===== src/rtl/ysyx_210184_mem_arbiter_if.sv =====
// Bundle of requester-side (IF / MEM stage) and memory-side signals of the
// shared external memory port. The arbiter takes the slave view; the
// environment driving requests and the memory model takes the master view.
interface ysyx_210184_mem_arbiter_if #(
  parameter int ADDR_W = 64,
  parameter int DATA_W = 64
);
  // Instruction fetch side
  logic              if_req;
  logic [ADDR_W-1:0] if_addr;
  logic              if_ready;
  logic [DATA_W-1:0] if_data;

  // MEM stage side (mem_ready / mem_rdata are MAC_ready / MAC_data)
  logic              mem_req;
  logic              mem_we;
  logic [ADDR_W-1:0] mem_addr;
  logic [DATA_W-1:0] mem_wdata;
  logic [1:0]        mem_size;
  logic              mem_ready;
  logic [DATA_W-1:0] mem_rdata;

  // External memory side
  logic              bus_valid;
  logic              bus_we;
  logic [ADDR_W-1:0] bus_addr;
  logic [DATA_W-1:0] bus_wdata;
  logic [1:0]        bus_size;
  logic              bus_ready;
  logic [DATA_W-1:0] bus_rdata;

  logic              grant_mem;

  modport slave (
    input  if_req, if_addr,
    input  mem_req, mem_we, mem_addr, mem_wdata, mem_size,
    input  bus_ready, bus_rdata,
    output if_ready, if_data,
    output mem_ready, mem_rdata,
    output bus_valid, bus_we, bus_addr, bus_wdata, bus_size,
    output grant_mem
  );

  modport master (
    output if_req, if_addr,
    output mem_req, mem_we, mem_addr, mem_wdata, mem_size,
    output bus_ready, bus_rdata,
    input  if_ready, if_data,
    input  mem_ready, mem_rdata,
    input  bus_valid, bus_we, bus_addr, bus_wdata, bus_size,
    input  grant_mem
  );
endinterface


===== src/rtl/ysyx_210184_mem_arbiter.sv =====
// Arbiter sharing one external memory port between instruction fetch and the
// MEM stage. One owner at a time, bus request held stable until the memory
// acknowledges, then a single-cycle ready pulse back to the owner. MEM wins
// ties unless IF has already lost STARVE_MAX consecutive arbitrations.
module ysyx_210184_mem_arbiter #(
  parameter int ADDR_W     = 64,
  parameter int DATA_W     = 64,
  parameter int STARVE_MAX = 2
) (
  input logic                      clk,
  input logic                      rst,
  ysyx_210184_mem_arbiter_if.slave io
);

  localparam int CNT_W = (STARVE_MAX < 1) ? 1 : $clog2(STARVE_MAX + 1);
  localparam logic [CNT_W-1:0] STARVE_LIM = CNT_W'(STARVE_MAX);

  typedef enum logic [1:0] {
    S_IDLE    = 2'd0,
    S_BUS_IF  = 2'd1,
    S_BUS_MEM = 2'd2,
    S_RESP    = 2'd3
  } state_e;

  state_e             state_q,     state_d;
  logic [CNT_W-1:0]   starve_q,    starve_d;
  logic               bus_valid_q, bus_valid_d;
  logic               bus_we_q,    bus_we_d;
  logic [ADDR_W-1:0]  bus_addr_q,  bus_addr_d;
  logic [DATA_W-1:0]  bus_wdata_q, bus_wdata_d;
  logic [1:0]         bus_size_q,  bus_size_d;
  logic               grant_mem_q, grant_mem_d;
  logic               if_ready_q,  if_ready_d;
  logic               mem_ready_q, mem_ready_d;
  logic [DATA_W-1:0]  if_data_q,   if_data_d;
  logic [DATA_W-1:0]  mem_rdata_q, mem_rdata_d;

  logic take_if;

  // Next-state, arbitration and output computation for the whole arbiter.
  always_comb begin
    // NOTE: every signal gets a default before the case so no path leaves a
    // value unassigned, which would otherwise infer a latch.
    state_d     = state_q;
    starve_d    = starve_q;
    bus_valid_d = bus_valid_q;
    bus_we_d    = bus_we_q;
    bus_addr_d  = bus_addr_q;
    bus_wdata_d = bus_wdata_q;
    bus_size_d  = bus_size_q;
    grant_mem_d = grant_mem_q;
    if_data_d   = if_data_q;
    mem_rdata_d = mem_rdata_q;
    if_ready_d  = 1'b0;
    mem_ready_d = 1'b0;
    take_if     = io.if_req && (!io.mem_req || (starve_q >= STARVE_LIM));

    case (state_q)
      S_IDLE: begin
        if (take_if) begin
          state_d     = S_BUS_IF;
          bus_valid_d = 1'b1;
          bus_we_d    = 1'b0;
          bus_addr_d  = io.if_addr;
          bus_wdata_d = '0;
          bus_size_d  = 2'd3;
          grant_mem_d = 1'b0;
          starve_d    = '0;
        end else if (io.mem_req) begin
          state_d     = S_BUS_MEM;
          bus_valid_d = 1'b1;
          bus_we_d    = io.mem_we;
          bus_addr_d  = io.mem_addr;
          bus_wdata_d = io.mem_wdata;
          bus_size_d  = io.mem_size;
          grant_mem_d = 1'b1;
          // Count only MEM wins that made a waiting IF request lose.
          if (!io.if_req) begin
            starve_d = '0;
          end else if (starve_q != STARVE_LIM) begin
            starve_d = starve_q + CNT_W'(1);
          end
        end else begin
          starve_d = '0;
        end
      end

      S_BUS_IF: begin
        if (io.bus_ready) begin
          state_d     = S_RESP;
          bus_valid_d = 1'b0;
          if_data_d   = io.bus_rdata;
          if_ready_d  = 1'b1;
        end
      end

      S_BUS_MEM: begin
        if (io.bus_ready) begin
          state_d     = S_RESP;
          bus_valid_d = 1'b0;
          mem_ready_d = 1'b1;
          // Stores return no data; keep the last load result visible.
          if (!bus_we_q) begin
            mem_rdata_d = io.bus_rdata;
          end
        end
      end

      // One-cycle response slot; requests are deliberately not arbitrated
      // here so a req still high from the finished transfer is not re-issued.
      S_RESP: begin
        state_d = S_IDLE;
      end

      default: begin
        state_d = S_IDLE;
      end
    endcase
  end

  // State and output registers; reset abandons any transfer in flight.
  always_ff @(posedge clk or posedge rst) begin
    if (rst) begin
      state_q     <= S_IDLE;
      starve_q    <= '0;
      bus_valid_q <= 1'b0;
      bus_we_q    <= 1'b0;
      bus_addr_q  <= '0;
      bus_wdata_q <= '0;
      bus_size_q  <= '0;
      grant_mem_q <= 1'b0;
      if_ready_q  <= 1'b0;
      mem_ready_q <= 1'b0;
      if_data_q   <= '0;
      mem_rdata_q <= '0;
    end else begin
      // NOTE: non-blocking assignments so every flop samples pre-edge values.
      state_q     <= state_d;
      starve_q    <= starve_d;
      bus_valid_q <= bus_valid_d;
      bus_we_q    <= bus_we_d;
      bus_addr_q  <= bus_addr_d;
      bus_wdata_q <= bus_wdata_d;
      bus_size_q  <= bus_size_d;
      grant_mem_q <= grant_mem_d;
      if_ready_q  <= if_ready_d;
      mem_ready_q <= mem_ready_d;
      if_data_q   <= if_data_d;
      mem_rdata_q <= mem_rdata_d;
    end
  end

  assign io.bus_valid = bus_valid_q;
  assign io.bus_we    = bus_we_q;
  assign io.bus_addr  = bus_addr_q;
  assign io.bus_wdata = bus_wdata_q;
  assign io.bus_size  = bus_size_q;
  assign io.grant_mem = grant_mem_q;
  assign io.if_ready  = if_ready_q;
  assign io.if_data   = if_data_q;
  assign io.mem_ready = mem_ready_q;
  assign io.mem_rdata = mem_rdata_q;

endmodule


===== src/flat_wrapper.sv =====
// flat-port wrapper written by rule: the top's interface ports become plain ports
module ysyx_210184_mem_arbiter_flat 
#(
  parameter int ADDR_W     = 64,
  parameter int DATA_W     = 64,
  parameter int STARVE_MAX = 2
)
  (clk, rst, io_if_req, io_if_addr, io_mem_req, io_mem_we, io_mem_addr, io_mem_wdata, io_mem_size, io_bus_ready, io_bus_rdata, io_if_ready, io_if_data, io_mem_ready, io_mem_rdata, io_bus_valid, io_bus_we, io_bus_addr, io_bus_wdata, io_bus_size, io_grant_mem);
  ysyx_210184_mem_arbiter_if #(.ADDR_W(ADDR_W), .DATA_W(DATA_W)) io_i ();
  input logic clk;
  input logic rst;
  input wire logic [$bits(io_i.if_req)-1:0] io_if_req;
  input wire logic [$bits(io_i.if_addr)-1:0] io_if_addr;
  input wire logic [$bits(io_i.mem_req)-1:0] io_mem_req;
  input wire logic [$bits(io_i.mem_we)-1:0] io_mem_we;
  input wire logic [$bits(io_i.mem_addr)-1:0] io_mem_addr;
  input wire logic [$bits(io_i.mem_wdata)-1:0] io_mem_wdata;
  input wire logic [$bits(io_i.mem_size)-1:0] io_mem_size;
  input wire logic [$bits(io_i.bus_ready)-1:0] io_bus_ready;
  input wire logic [$bits(io_i.bus_rdata)-1:0] io_bus_rdata;
  output wire logic [$bits(io_i.if_ready)-1:0] io_if_ready;
  output wire logic [$bits(io_i.if_data)-1:0] io_if_data;
  output wire logic [$bits(io_i.mem_ready)-1:0] io_mem_ready;
  output wire logic [$bits(io_i.mem_rdata)-1:0] io_mem_rdata;
  output wire logic [$bits(io_i.bus_valid)-1:0] io_bus_valid;
  output wire logic [$bits(io_i.bus_we)-1:0] io_bus_we;
  output wire logic [$bits(io_i.bus_addr)-1:0] io_bus_addr;
  output wire logic [$bits(io_i.bus_wdata)-1:0] io_bus_wdata;
  output wire logic [$bits(io_i.bus_size)-1:0] io_bus_size;
  output wire logic [$bits(io_i.grant_mem)-1:0] io_grant_mem;
  assign io_i.if_req = io_if_req;
  assign io_i.if_addr = io_if_addr;
  assign io_i.mem_req = io_mem_req;
  assign io_i.mem_we = io_mem_we;
  assign io_i.mem_addr = io_mem_addr;
  assign io_i.mem_wdata = io_mem_wdata;
  assign io_i.mem_size = io_mem_size;
  assign io_i.bus_ready = io_bus_ready;
  assign io_i.bus_rdata = io_bus_rdata;
  assign io_if_ready = io_i.if_ready;
  assign io_if_data = io_i.if_data;
  assign io_mem_ready = io_i.mem_ready;
  assign io_mem_rdata = io_i.mem_rdata;
  assign io_bus_valid = io_i.bus_valid;
  assign io_bus_we = io_i.bus_we;
  assign io_bus_addr = io_i.bus_addr;
  assign io_bus_wdata = io_i.bus_wdata;
  assign io_bus_size = io_i.bus_size;
  assign io_grant_mem = io_i.grant_mem;
  ysyx_210184_mem_arbiter #(.ADDR_W(ADDR_W), .DATA_W(DATA_W), .STARVE_MAX(STARVE_MAX)) u_core (.clk(clk), .rst(rst), .io(io_i));
endmodule

===== config.mk =====
export PLATFORM = sky130hd
export DESIGN_NAME = ysyx_210184_mem_arbiter_flat
export DESIGN_NICKNAME = d
export VERILOG_FILES = /design/src/rtl/ysyx_210184_mem_arbiter_if.sv /design/src/rtl/ysyx_210184_mem_arbiter.sv /design/src/flat_wrapper.sv
export SDC_FILE = /design/constraint.sdc
export NUM_CORES = 1
export LEC_CHECK = 0
export ABC_AREA = 0
export BUFFER_PORTS_ARGS = -buffer_cell sky130_fd_sc_hd__buf_2
export CORE_AREA = 2 2 207 209
export CTS_CLUSTER_DIAMETER = 150
export CTS_CLUSTER_SIZE = 30
export DETAILED_ROUTE_END_ITERATION = 10
export DIE_AREA = 0 0 209 211
export PLACE_DENSITY = 0.51
export SLEW_MARGIN = 20
export SYNTH_ARGS = -nofsm -noshare
export SYNTH_HDL_FRONTEND = slang
export SYNTH_SLANG_ARGS = --single-unit
export TNS_END_PERCENT = 10

===== constraint.sdc =====
create_clock -name clk -period 14.66 [get_ports clk]
set_input_delay 4.398 -clock clk [delete_from_list [all_inputs] [get_ports clk]]
set_output_delay 4.398 -clock clk [all_outputs]
set_load 0.01 [all_outputs]

==> run_results.csv <==
group,metric,value,unit
power_and_ir_drop,p_per_area,216,nW/µm²
sta,worst_pin_slew,0.951,ns
floorplanning,core.rowCount,75,
floorplanning,die_w,209,µm
sta,fin_crit,6.04,ns
worst_setup_path,path_cells,"buf_2 > buf_4 > inv_2 > buf_4 > o21ai_0 > o22a_1",
cts,insertion_delay,0.50,ns
floorplanning,die_area,44100,µm²
worst_setup_path,r2r_start,"u_core.state_q[0]",
worst_setup_path,crit_top_cell,"buf_4",
placement,detailed_place_hpwl,24.7,mm
worst_setup_path,cp-start-kind,"input pin",
floorplanning,start_util,25.4,%
synth,synth_edf_count,0,
route,avgViaCountPerCell,4.70,
min_path,hold_class,"register to register",
cts,cts_tree,"yes",
route,wirelength,34.8,mm
synth,synth_area_leaders,"dfrtp_1 (63%), mux2_2 (14%), a22o_1 (5.4%), a31oi_1 (3.8%), a21oi_1 (3.2%)",
synth,synth_top_area_cell,"dfrtp_1",
power_and_ir_drop,ir_drop,68.4,µV
worst_setup_path,critPathSlowestCell,"buf_4",
cts,root_buffer,"clkbuf_16",
route,num_vias,8673,
synth,yosys.area.top_type_share,63.1,%
synth,ys_ff_latch,267,
cts,cts-buffers-inserted,12,
sta,final_max_slew_viol_count,0,
global_routing,grt_pass1_vias,8610,
cts,cts_buffer_depth,3,
worst_setup_path,startpoint,"io_if_req",
sta,clock_skew,0.0230,ns
power_and_ir_drop,power,3030,µW
synth,synth_ff_type,"dfrtp_1",
route,firstDrtPassIters,4,
final_layout,area_delta_synth_final,32.4,%
cts,postCtsSetupBuffers,0,
final_layout,drive_gt1_share,52.7,%
route,drt_iter0_markers,561,
route,drc,0,
global_routing,antenna_found_initial,3,
synth,syn_inst,827,
worst_setup_path,worstPathArrival,6.50,ns
global_routing,grt_max_degree,145,
global_routing,grt_use_total,14.9,%
worst_setup_path,critical_path_class,"input pin to register",
worst_setup_path,critPathMaxStageDelay,0.61,ns
placement,port_buffers,526,
power_and_ir_drop,p_leak,0.00683,µW
synth,post-synth-top-count-cell,"dfrtp_1",
global_routing,grt_pass1_wl,52.4,mm
sta,setup_viol,0,
cts,clock_sinks,267,
final_layout,nets,1576,
run,maxCapViolCount,0,
sta,rsz0062_at_grt,"no",
synth,seq_area_frac_synth,63.1,%
floorplanning,fp.dieH,211,µm
route,ant_nets,0,
floorplanning,core,41800,µm²
synth,synthArstFlopShare,100,%
min_path,min_from,"u_core.io.if_data[57]",
synth,synth_cell_type_count,30,
sta,max_freq,165,MHz
cts,hold_buffers,0,
floorplanning,pin_count,527,
cts,ctsResizeCount,0,
cts,htree_levels,1,
synth,avgSynthCellArea,12.8,µm²
status,status,"finished, final reports clean",
worst_setup_path,critPathMaxFanout,66,
synth,syn_nets,1096,
sta,slew_headroom,36.6,%
synth,yosys_warnings,0,
worst_setup_path,cp.required,15.12,ns
worst_setup_path,critical_path.endpoint_type,"register",
cts,clk_pin_slew,0.12,ns
sta,final-hold-violation-count,0,
sta,period_share,41.2,%
synth,syn_area,10600,µm²
synth,synth.top_cells.by_count,"dfrtp_1 (267), mux2_2 (128), a21oi_1 (67), a22o_1 (65)",
placement,globalplace.congestion,0.823,
route,wire_per_inst,18.9,µm
sta,finalSetupTns,0,ns
global_routing,overflow,0,
==> worst paths after layout <==
kind	end	slack, ns	cells past startpoint
setup / recovery	u_core.io.bus_size[0]	8.62	6
hold / removal	u_core.io.if_data[57]	0.51	1
setup reg to reg	u_core.io.bus_addr[19]	11.99	7
hold reg to reg	u_core.io.if_data[57]	0.51	1
max in group asynchronous	u_core.io.bus_addr[63]	9.19	3
min in group asynchronous	u_core.io.if_data[11]	4.02	2
==> routing by layer <==
layer / part of all wire [%] / global-route usage (%)
met2: 49 / 25.4
met1: 41 / 19.0
met4: 1.3 / 2.83
met5: 0.089 / 0
met3: 8.6 / 4.39
==> state kept, by name, summed over array words and instances, names as in the netlist, 2 cells and up <==
name and count:
u_core.io.bus_addr 64, u_core.io.bus_size 2, u_core.io.bus_wdata 64, u_core.io.if_data 64, u_core.io.mem_rdata 64, u_core.starve_q 2, u_core.state_q 2
==> report_power, final <==
group / internal (µW) / switching (µW)
Combinational: 618 / 740
Clock: 161 / 237
Sequential: 1090 / 182
Total: 1870 / 1160
==> cell usage in the layout (no fill, tap or decap), drive strengths merged, types with 2 or more instances in the layout <==
master and count:
o31ai 2, mux2 128, a21oi 67, a31oi 64, ha 5, nor2 64, o21ai 68, buf 537
inv 8, a2bb2oi 2, o22a 2, nand2b 2, dfrtp 267, nand2 4, clkbuf 13, a22o 65
==> cell families after synthesis <==
group,count (synthesis),synth area share [%]
adder cells (fa/ha/maj),5,0.591
AO/OA/AOI/OAI,274,16.4
buffers and inverters,79,3.52
AND/OR/NAND/NOR,74,2.84
flip-flops,267,63.1
multiplexers,128,13.6
==> worst max-delay path, delay by kind of cell <==
family | cells | cell delay (ns)
compound gates | 2 | 0.56
buf+inv | 4 | 1.34
==> cell type report <==
| class | count | area [µm²] |
|---|---|---|
| flip-flops and latches | 267 | 6680 |
| diodes | 1 | 2.50 |
| clock buffers | 13 | 325 |
| fillers | 4289 | 27700 |
| multi-input cells | 481 | 3560 |
| clock inverters | 1 | 5.00 |
| well taps | 539 | 674 |
| inverters | 8 | 37.5 |
| repair buffers | 537 | 2730 |
==> through the flow <==
| stage | instances | setup WS, ns | util [%] | cell area [µm²] | hold slack [ns] |
|---|---|---|---|---|---|
| floorplan | 827 | 2.91 | - | 10600 | 0.495 |
| global placement | 1832 | 8.15 | 32.8 | 13700 | 0.481 |
| detailed placement | 1832 | 8.12 | 32.8 | 13700 | 0.486 |
| CTS | 1846 | 8.67 | 33.6 | 14000 | 0.513 |
| global route | 1847 | 8.45 | 33.6 | 14000 | 0.521 |
| finish | 1847 | 8.62 | 33.6 | 14000 | 0.508 |
Power figures use the tool's default switching activity.
